File: config.mk
export PLATFORM = sky130hd
export DESIGN_NAME = mac_inverse_divider
export DESIGN_NICKNAME = d
export VERILOG_FILES = /design/src/rtl/mac_inverse_divider.sv
export SDC_FILE = /design/constraint.sdc
export NUM_CORES = 1
export LEC_CHECK = 0
export CAP_MARGIN = 20
export CORE_UTILIZATION = 49
export DETAILED_ROUTE_END_ITERATION = 8
export PLACE_DENSITY = 0.74
export SLEW_MARGIN = 20
export SYNTH_ARGS = -nofsm -noshare
export SYNTH_HDL_FRONTEND = slang
export SYNTH_SLANG_ARGS = --single-unit
File: constraint.sdc
create_clock -name clk -period 1.85 [get_ports clk]
set_input_delay 0.185 -clock clk [delete_from_list [all_inputs] [get_ports clk]]
set_output_delay 0.185 -clock clk [all_outputs]
set_load 0.02 [all_outputs]
File: src/rtl/mac_inverse_divider.sv
// Restoring divider recovering {quotient, remainder} from a 2S-bit multiply-add result, one quotient bit per clock.
// Optional DIV_ZERO_DETECT_EN: a zero divisor skips iteration, completes early and raises div_err.
module mac_inverse_divider #(
  parameter int S = 8
) (
  input  logic           clk,
  input  logic           reset,
  input  logic           start,
  input  logic [2*S-1:0] dividend,
  input  logic [S-1:0]   divisor,
  output logic           busy,
  output logic           done,
  output logic [2*S-1:0] quotient,
  output logic [S-1:0]   remainder,
  output logic           div_err
);

  localparam int CW = $clog2(2*S+1);

  typedef enum logic [1:0] {IDLE = 2'd0, RUN = 2'd1, DONE = 2'd2} state_t;

  state_t         state, state_nxt;
  logic [CW-1:0]  count;
  logic [2*S-1:0] dvd_shift;
  logic [2*S-2:0] q_shift;
  logic [S-1:0]   dvs;
  logic [S-1:0]   rem_acc;
  logic [S:0]     r_trial;
  logic [S-1:0]   r_diff;
  logic           take;
  logic           zero_hit;
  logic           zero_pend;

`ifdef DIV_ZERO_DETECT_EN
  assign zero_hit = (divisor == '0);
`else
  assign zero_hit = 1'b0;
`endif

  // The low S bits of the difference are exact whenever the subtraction is taken.
  always_comb begin
    r_trial = {rem_acc, dvd_shift[2*S-1]};
    take    = (r_trial >= {1'b0, dvs});
    r_diff  = r_trial[S-1:0] - dvs;
  end

  always_ff @(posedge clk) begin
    if (reset) state <= IDLE;
    else       state <= state_nxt;
  end

  always_comb begin
    state_nxt = state;
    case (state)
      IDLE: begin
        if (zero_pend)                 state_nxt = DONE;
        else if (start && !zero_hit)   state_nxt = RUN;
      end
      RUN:     if (count == CW'(1)) state_nxt = DONE;
      DONE:    state_nxt = IDLE;
      default: state_nxt = IDLE;
    endcase
  end

  always_comb begin
    busy = (state == RUN);
    done = (state == DONE);
  end

  always_ff @(posedge clk) begin
    if (reset) begin
      count     <= '0;
      dvd_shift <= '0;
      q_shift   <= '0;
      dvs       <= '0;
      rem_acc   <= '0;
      zero_pend <= 1'b0;
      quotient  <= '0;
      remainder <= '0;
    end else begin
      case (state)
        IDLE: begin
          // A zero divisor waits one idle cycle with start locked out, then publishes.
          if (zero_pend) begin
            zero_pend <= 1'b0;
            quotient  <= '1;
            remainder <= dvd_shift[S-1:0];
          end else if (start) begin
            dvd_shift <= dividend;
            dvs       <= divisor;
            rem_acc   <= '0;
            q_shift   <= '0;
            count     <= CW'(2*S);
            zero_pend <= zero_hit;
          end
        end
        RUN: begin
          dvd_shift <= {dvd_shift[2*S-2:0], 1'b0};
          rem_acc   <= take ? r_diff : r_trial[S-1:0];
          q_shift   <= {q_shift[2*S-3:0], take};
          count     <= count - 1'b1;
          if (count == CW'(1)) begin
            quotient  <= {q_shift, take};
            remainder <= take ? r_diff : r_trial[S-1:0];
          end
        end
        default: ;
      endcase
    end
  end

`ifdef DIV_ZERO_DETECT_EN
  always_ff @(posedge clk) begin
    if (reset)                                  div_err <= 1'b0;
    else if (state == IDLE && zero_pend)        div_err <= 1'b1;
    else if (state == RUN && count == CW'(1))   div_err <= 1'b0;
  end
`else
  assign div_err = 1'b0;
`endif

endmodule

==> Word-level counts from Yosys, hierarchy flattened <==
Cells that the tools add are included.
{ "word_totals": {"register_bits": 78, "latch_bits": 0, "ram_bits": 0, "mem_bits_ro": 0, "in_bits": 27, "out_inout_bits": 27, "wordCells": 39, "mem_count": 0} }
{ "classes": {"addsub": 2, "n_mul": 0, "div_mod_pow": 0, "magnitude_cmp": 1, "eq_ne": 5, "shifts": 0, "mux": 16, "n_bitwise": 1, "n_reduce_logical": 6} }
{ "op_table": {"columns": ["cell", "count"], "rows": [
  ["$mux W16", 3],
  ["$mux W8", 4],
  ["$pmux W16 S2", 1],
  ["$pmux W15 S2", 1],
  ["$pmux W8 S2", 1],
  ["$mux W15", 1],
  ["$pmux W5 S2", 1],
  ["$ge A9 B8 Y1", 1],
  ["$sub A8 B8 Y8", 1],
  ["$reduce_and A2 Y1", 3],
  ["$eq A5 B1 Y1 const B", 1],
  ["$mux W5", 1],
  ["$sub A5 B1 Y5 const B", 1],
  ["$mux W2", 2],
  ["$pmux W2 S2", 1],
  ["$reduce_and A3 Y1", 1],
  ["$eq A2 B1 Y1 const B", 1],
  ["$eq A2 B2 Y1 const B", 1],
  ["$logic_not A2 Y1", 1],
  ["$ne A2 B1 Y1 const B", 1],
  ["$ne A2 B2 Y1 const B", 1],
  ["$reduce_bool A2 Y1", 1],
  ["$not A1 Y1", 1]
]} }

==> Longest topological paths before layout <==
{ "logic_depth": {"word_depth": 4, "ltp_mapped": 9, "ltp_nobuf": 9} }

==> Least setup slack after synthesis <==
OpenSTA, ideal clock, no wires.
{ "synth_path": {"path_type": "register -> register", "startpoint": "register dvd_shift[15]", "endpoint": "register remainder[6]", "setup_ps": 91, "arrival_ps": 1939, "required_time_ps": 1759, "setup_slack_ps": -180, "path_stages_with_launch": 10, "path_buffers": 0, "synth_period_minus_slack_ps": 2030, "cell_sequence": "dfxtp_1 > inv_1 > ha_1 > inv_1 > fa_1 > a211o_1 > a2111oi_0 > nand3b_1 > o21ai_0 > a311oi_1"} }
{ "synth_via": {"elab_chain_len": 4, "elab_cells_between_ends": 5, "cone_classes": "1 x add/sub; 1 x order compare; 3 x mux"} }
{ "synth_rtl": {"columns": ["item", "line", "text"], "rows": [
  ["start, declared", "24", "logic [2*S-1:0] dvd_shift;"],
  ["start signal, assigned", "89", "dvd_shift <= dividend;"],
  ["start signal, assigned", "98", "dvd_shift <= {dvd_shift[2*S-2:0], 1'b0};"],
  ["$sub A8 B8 Y8 or $ge A9 B8 Y1 (tied branches)", "44, 43", null],
  ["$mux W8 (*)", "104", "remainder <= take ? r_diff : r_trial[S-1:0];"],
  ["$mux W8 (*)", "102", "if (count == CW'(1)) begin"],
  ["$mux W8 (*)", null, null],
  ["end signal, assigned", "87", "remainder <= dvd_shift[S-1:0];"],
  ["end signal, assigned", "104", null],
  ["end, declared", "14", "output logic [S-1:0] remainder,"]
]} }
Mark *: on every way between the ends. The rest lies on a longest branch, timed or not. The select of a mux whose other input is x is not followed.
A chain may end at the register's enable or synchronous reset.

==> Worst setup path after layout <==
Same ends and word-level chain as after synthesis.

==> impl_metrics.env <==
export IMPL_outcome="finished with violations"
export IMPL_violations="negative setup slack"
export IMPL_synth_edff_count=0
export IMPL_drc=0
export IMPL_dieWidth_um=88.0
export IMPL_routed_wirelength_um=10500
export IMPL_cts_tree="built"
export IMPL_clock_latency_ns=0.36
export IMPL_slew_viol_final=0
export IMPL_dieHeight_um=88.0
export IMPL_finalPower_w=0.00602
export IMPL_viasPerCell=5.51
export IMPL_netlist_area_leader_share_pct=43.1
export IMPL_timing_final_crit_share_pct=116
export IMPL_fp_row_count=30
export IMPL_ioPinCount=54
export IMPL_netlist_area_um2=3620
export IMPL_period_minus_slack_ns=2.14
export IMPL_path_class="flop to flop"
export IMPL_final_util_pct=74.4
export IMPL_ys_ff_latch=78
export IMPL_cts_htree_levels=3
export IMPL_overflow=0
export IMPL_synthTopCellsByCount="nand2_1 (80), dfxtp_1 (78), a21oi_1 (59), nor2_1 (30), nand3_1 (23)"
export IMPL_cts_made_buffers=9
export IMPL_power_density_nw_per_um2=1160
export IMPL_leakagePower_nw=1.99
export IMPL_place_gp_congestion=0.857
export IMPL_yosysWarnings=0
export IMPL_num_vias=3538
export IMPL_critPathCaptureType="flop"
export IMPL_fin_skew_ns=0.0158
export IMPL_yosys_area_top_type="dfxtp_1"
export IMPL_grt_max_degree=44
export IMPL_drive_above_1_share_pct=31.9
export IMPL_drt_iter0_markers=135
export IMPL_max_freq_mhz=468
export IMPL_syn_area_per_cell_um2=8.20
export IMPL_core_area_um2=6980
export IMPL_grt_first_pass_wirelength_um=16000
export IMPL_drt_pre_antenna_iters=4
export IMPL_cts_root_buf="clkbuf_8"
export IMPL_synth_ff_type="dfxtp_1"
export IMPL_synthArstFlopShare_pct=0
export IMPL_diodes=0
export IMPL_dpl_hpwl_um=6660
export IMPL_cts_sinks=78
export IMPL_area_delta_synth_final_pct=43.4
export IMPL_final_hold_viol_count=0
export IMPL_synthTopCellsByArea="dfxtp_1 (43%), nand2_1 (8.3%), a21oi_1 (8.1%)"
export IMPL_crit_arrival_ns=2.41
export IMPL_clkTransAtPathRegs_ns=0.09
export IMPL_peakVddDrop_mv=0.785
export IMPL_num_fill_cells=537
export IMPL_synth_cell_types=61
export IMPL_maxCapViolCount=0
export IMPL_netlist_instances=442
export IMPL_start_kind="flop"
export IMPL_yosysMostFrequentCell="nand2_1"
export IMPL_wl_per_cell_um=16.3
export IMPL_hold_path_class="primary input to flop"
export IMPL_cp_max_fo=3
export IMPL_start_util_pct=51.9
export IMPL_antenna_found_initial=0
export IMPL_setup_violations=9
export IMPL_first_global_vias=3340
export IMPL_worst_slack_ns=-0.289
export IMPL_cts_path_max_buffers=2
export IMPL_critPathRequiredTime_ns=2.13
export IMPL_yosysSeqAreaShare_pct=43.1
export IMPL_dieArea_um2=7750
export IMPL_holdBufCountCts=0
export IMPL_syn_num_nets=480
export IMPL_rsz0062_at_grt="yes"
export IMPL_nNetsFinal=579
export IMPL_portBuffers=52
export IMPL_ant_nets=0
export IMPL_track_usage_pct=27.2
export IMPL_holdWs_ns=0.361
-- what timing repair did --
item	in CTS	in global routing
pin swaps	17	18
setup buffers	13	6
setup endpoints to repair	20	25
resized for setup	39	43
-- cells by family after synthesis --
family	share of synthesized area, %
AO/OA/AOI/OAI	22.7
buffers and inverters	5.87
XOR/XNOR	0.967
AND/OR/NAND/NOR	22.7
other	0.103
adder cells (fa/ha/maj)	4.00
multiplexers	0.587
flip-flops	43.1
-- cell type report --
| cell class | count | area [um2] | area share (%) |
|---|---|---|---|
| Clock buffer | 9 | 124 | 2.38 |
| Clock inverter | 7 | 55.1 | 1.06 |
| Inverter | 16 | 62.6 | 1.20 |
| Timing Repair Buffer | 121 | 1080 | 20.8 |
| Tap cell | 96 | 120 | 2.31 |
| Multi-Input combinational cell | 315 | 2170 | 41.8 |
| Sequential cell | 78 | 1590 | 30.5 |
-- critical path, stage by stage, from the launching register on --
cell and delay (ns):
dfxtp_2 0.33, inv_2 0.07, ha_4 0.14, inv_2 0.04
fa_2 0.35, a211o_4 0.38, a2111oi_4 0.32, nand3b_1 0.17
o21ai_2 0.08, a311oi_1 0.19
-- registers in the layout, summed over array words and instances, names as in the netlist --
name and cells:
dvd_shift 16, dvs 8, rem_acc 8, q_shift 15, remainder 8, quotient 16
count 5, state 2
-- metal layers --
layer  wire length [um]  global-route usage (%)
met1               4400                    33.1
met2               5280                    47.0
met3                500                    4.52
met4                287                    12.3
met5                  0                       0
-- metrics by stage --
step	instances	TNS, ns	setup WS, ns	area [um2]
after floorplan	442	-0.116	-0.104	3650
after global placement	608	-1.28	-0.190	4530
after detailed placement	608	-1.83	-0.249	4530
after CTS	637	-0.430	-0.223	4960
after global routing	642	-1.67	-0.352	5200
final	642	-0.870	-0.289	5200
-- worst paths after layout --
| kind | from | end | slack [ns] | depth (start not counted) |
|---|---|---|---|---|
| min reg2reg | dvs[5]$_SDFFE_PP0P_ | dvs[5]$_SDFFE_PP0P_ | 0.45 | 2 |
| min | divisor[5] | dvs[5]$_SDFFE_PP0P_ | 0.36 | 3 |
| max reg2reg | dvd_shift[15]$_SDFFE_PP0P_ | remainder[6]$_SDFFE_PP0P_ | -0.29 | 9 |
| max | dvd_shift[15]$_SDFFE_PP0P_ | remainder[6]$_SDFFE_PP0P_ | -0.29 | 9 |
-- cell usage in the layout (no fill, tap or decap), types with 9 or more instances in the layout --
master	instances
dfxtp_1	61
dfxtp_2	16
nand3_1	22
o221a_2	15
buf_4	62
clkdlybuf4s50_1	50
nor2_1	28
nor2b_1	18
clkbuf_8	9
nand2_1	78
a21oi_1	57
-- report_power, final --
part / leakage, nW / total [W] / internal (W) / switching [W]
registers: 0.643 / 0.00190 / 0.00180 / 0.0000996
logic: 1.25 / 0.00291 / 0.00147 / 0.00144
clock network: 0.0919 / 0.00121 / 0.000504 / 0.000706
Power figures use the tool's default switching activity.
==> RTL change, RTL diff (same flow settings) <==
The parameter `S` goes from 8 to 4.
--- a/src/rtl/mac_inverse_divider.sv
+++ b/src/rtl/mac_inverse_divider.sv
@@ -1,7 +1,7 @@
 // Restoring divider recovering {quotient, remainder} from a 2S-bit multiply-add result, one quotient bit per clock.
 // Optional DIV_ZERO_DETECT_EN: a zero divisor skips iteration, completes early and raises div_err.
 module mac_inverse_divider #(
-  parameter int S = 8
+  parameter int S = 4
 ) (
   input  logic           clk,
   input  logic           reset,
Ports: changed (resized dividend, divisor, quotient and remainder); port bits go from 54 to 30. The function was not compared with the original's and may differ.
==> RTL change against the unedited design <==
  * Hold slack improved by 0.093 ns
  * Clock power decreased by 28%
  * Highest routed layer unchanged
  * Total power fell by 61%
  * Sequential cell count down 37
  * Via count shrank 55%
  * The flow still finishes with violations (setup timing)
  * Sequential share of layout area rose by 3.3 points
  * Maximum frequency is 14% higher
  * Cell area decreased by 53%
  * Synthesized cell count is 51% lower
  * Synthesized area down 50%
  * Worst setup slack better by 0.25 ns
  * Routed wire length fell by 61%
==> RTL change: results (changes against the unedited design) <==
- Outcome: finished with violations
- Failing checks: setup timing
- Largest net degree at the start of global routing: 20 (-55%)
- Crit path DAT: 2.07 ns (-0.34 ns)
- Final setup margin: -0.03384 ns (+0.2548 ns)
- Post-DP HPWL: 2736 um (-59%)
- Ant diodes: 0 (unchanged)
- Synth area leaders: dfxtp_1, nor2_1, nand2_1, a21oi_1, ha_1
- EDFF count, synth: 0 (unchanged)
- Top Registers: dvd_shift (8), quotient (8), q_shift (7)
- Setup tns final: -0.03384 ns (+0.8362 ns)
- Pwr Density: 954.5 nW/um^2 (-18%)
- Nets@finish: 282 (-51%)
- Routability Congestion: 0.8793 (+2.6%)
- P_leak: 0.9748 nW (-51%)
- Avg WL per Cell: 13.22 um (-19%)
- GRT Total Usage: 22.27% (-4.9 points)
- # H-tree levels: 2 (-1)
- Ys async rst share: 0% (unchanged)
- DRT Pass-1 Iters: 4 (unchanged)
- CTS Buffer Depth: 2 (unchanged)
- Vias in the first global route: 1,461 (-56%)
- Synthesized net count: 237 (-51%)
- Synth unique cells: 40 (-34%)
- Setup crit end kind: flop
- Overflow after GRT: 0 (unchanged)
- Placed cell areas: 2231 sq um (-51%)
- Share of cells above drive strength 1: 17.62% (-14 points)
- Fillers: 287 (-47%)
- Detailed router's first-iteration violation count: 129 (-4.4%)
- Max VDD drop: 767.0 uV (-2.2%)
- # port buffers: 28 (-46%)
- Post-synth top cells: dfxtp_1, nor2_1, nand2_1
- Crit path max fanout: 4 (+1)
- Hold Crit Class: reg2reg
- Final setup viols: 1 (-8)
- Inserted Clock Buffers: 5 (-4)
- Clk root buf: clkbuf_8
- Clk Latency, worst-skew pair: 0.30 ns (-0.06 ns)
- Clk_skew: 0.006986 ns (-0.008798 ns)
- Pre-CTS setup slack: -0.01310 ns (+0.2362 ns)
- Vias/cell: 5.195 (-5.7%)
- Sequential share of the synthesized area: 45.30% (+2.2 points)
- Synth warn: 0 (unchanged)
- Clk slew on worst S/H paths: 0.08 ns
- Antenna violations before repair: 0 (unchanged)
- First-pass GRT wire length: 6844 um (-57%)
RTL change: worst paths after layout:
| check | startpoint | endpoint | slack (ns) | cells after the start |
|---|---|---|---|---|
| setup / recovery | dvd_shift[7] | rem_acc[2] | -0.03 | 8 |
| setup reg to reg | dvd_shift[7] | rem_acc[2] | -0.03 | 8 |
| hold reg to reg | quotient[6] | quotient[6] | 0.45 | 2 |
| hold / removal | quotient[6] | quotient[6] | 0.45 | 2 |
RTL change: where the power goes:
part / internal [W] / total, W / switching, W / leakage [nW]
registers: 0.000932 / 0.000969 / 0.0000370 / 0.336
clock network: 0.000543 / 0.000877 / 0.000333 / 0.0687
logic: 0.000235 / 0.000484 / 0.000249 / 0.570
RTL change: what timing repair did:
item | 4_1_cts | 5_1_grt
pin swaps | 2 | 5
gates resized for setup | 5 | 7
endpoints found under the setup margin | 4 | 9
setup buffers | 1 | 3
endpoints found under the hold margin | 0 | 0
RTL change: final cells by class:
cell class	count	area, sq um	share of cell area [%]
multi-input cells	152	940.9	38.54
flip-flops and latches	41	825.8	33.83
repair buffers	49	437.9	17.94
clock buffers	5	68.82	2.819
clock inverters	3	68.82	2.819
well taps	46	57.56	2.358
inverters	11	41.29	1.691
RTL change: kinds of logic after synthesis:
group | count (synthesis) | synth area share (%)
compound gates | 50 | 19.89
xor+xnor | 2 | 0.9670
fa+ha+maj | 7 | 5.249
buf+inv | 22 | 4.834
flops | 41 | 45.30
mux | 6 | 3.315
other cells | 1 | 0.2070
simple gates | 86 | 20.24
RTL change: stage by stage:
step	std cells	utilization [%]
after global routing	307	70.92
final	307	70.92
after global placement	295	64.81
after CTS	304	69.43
after detailed placement	295	64.81
after floorplan	215	-
RTL change: critical path: stages, from the launching register on:
cell and delay (ns):
dfxtp_1 0.32, inv_1 0.12, ha_4 0.16, inv_1 0.05, fa_1 0.39, xnor2_1 0.21
nand2_1 0.12, o22a_1 0.21, a22o_1 0.20
RTL change: routing by layer:
layer	track usage (%)	vias up	share of wire [%]
met4	6.686	0	1.0
met2	34.92	44	46
met3	6.752	4	4.9
met5	0	-	0
li1	-	815	-
met1	29.25	732	48
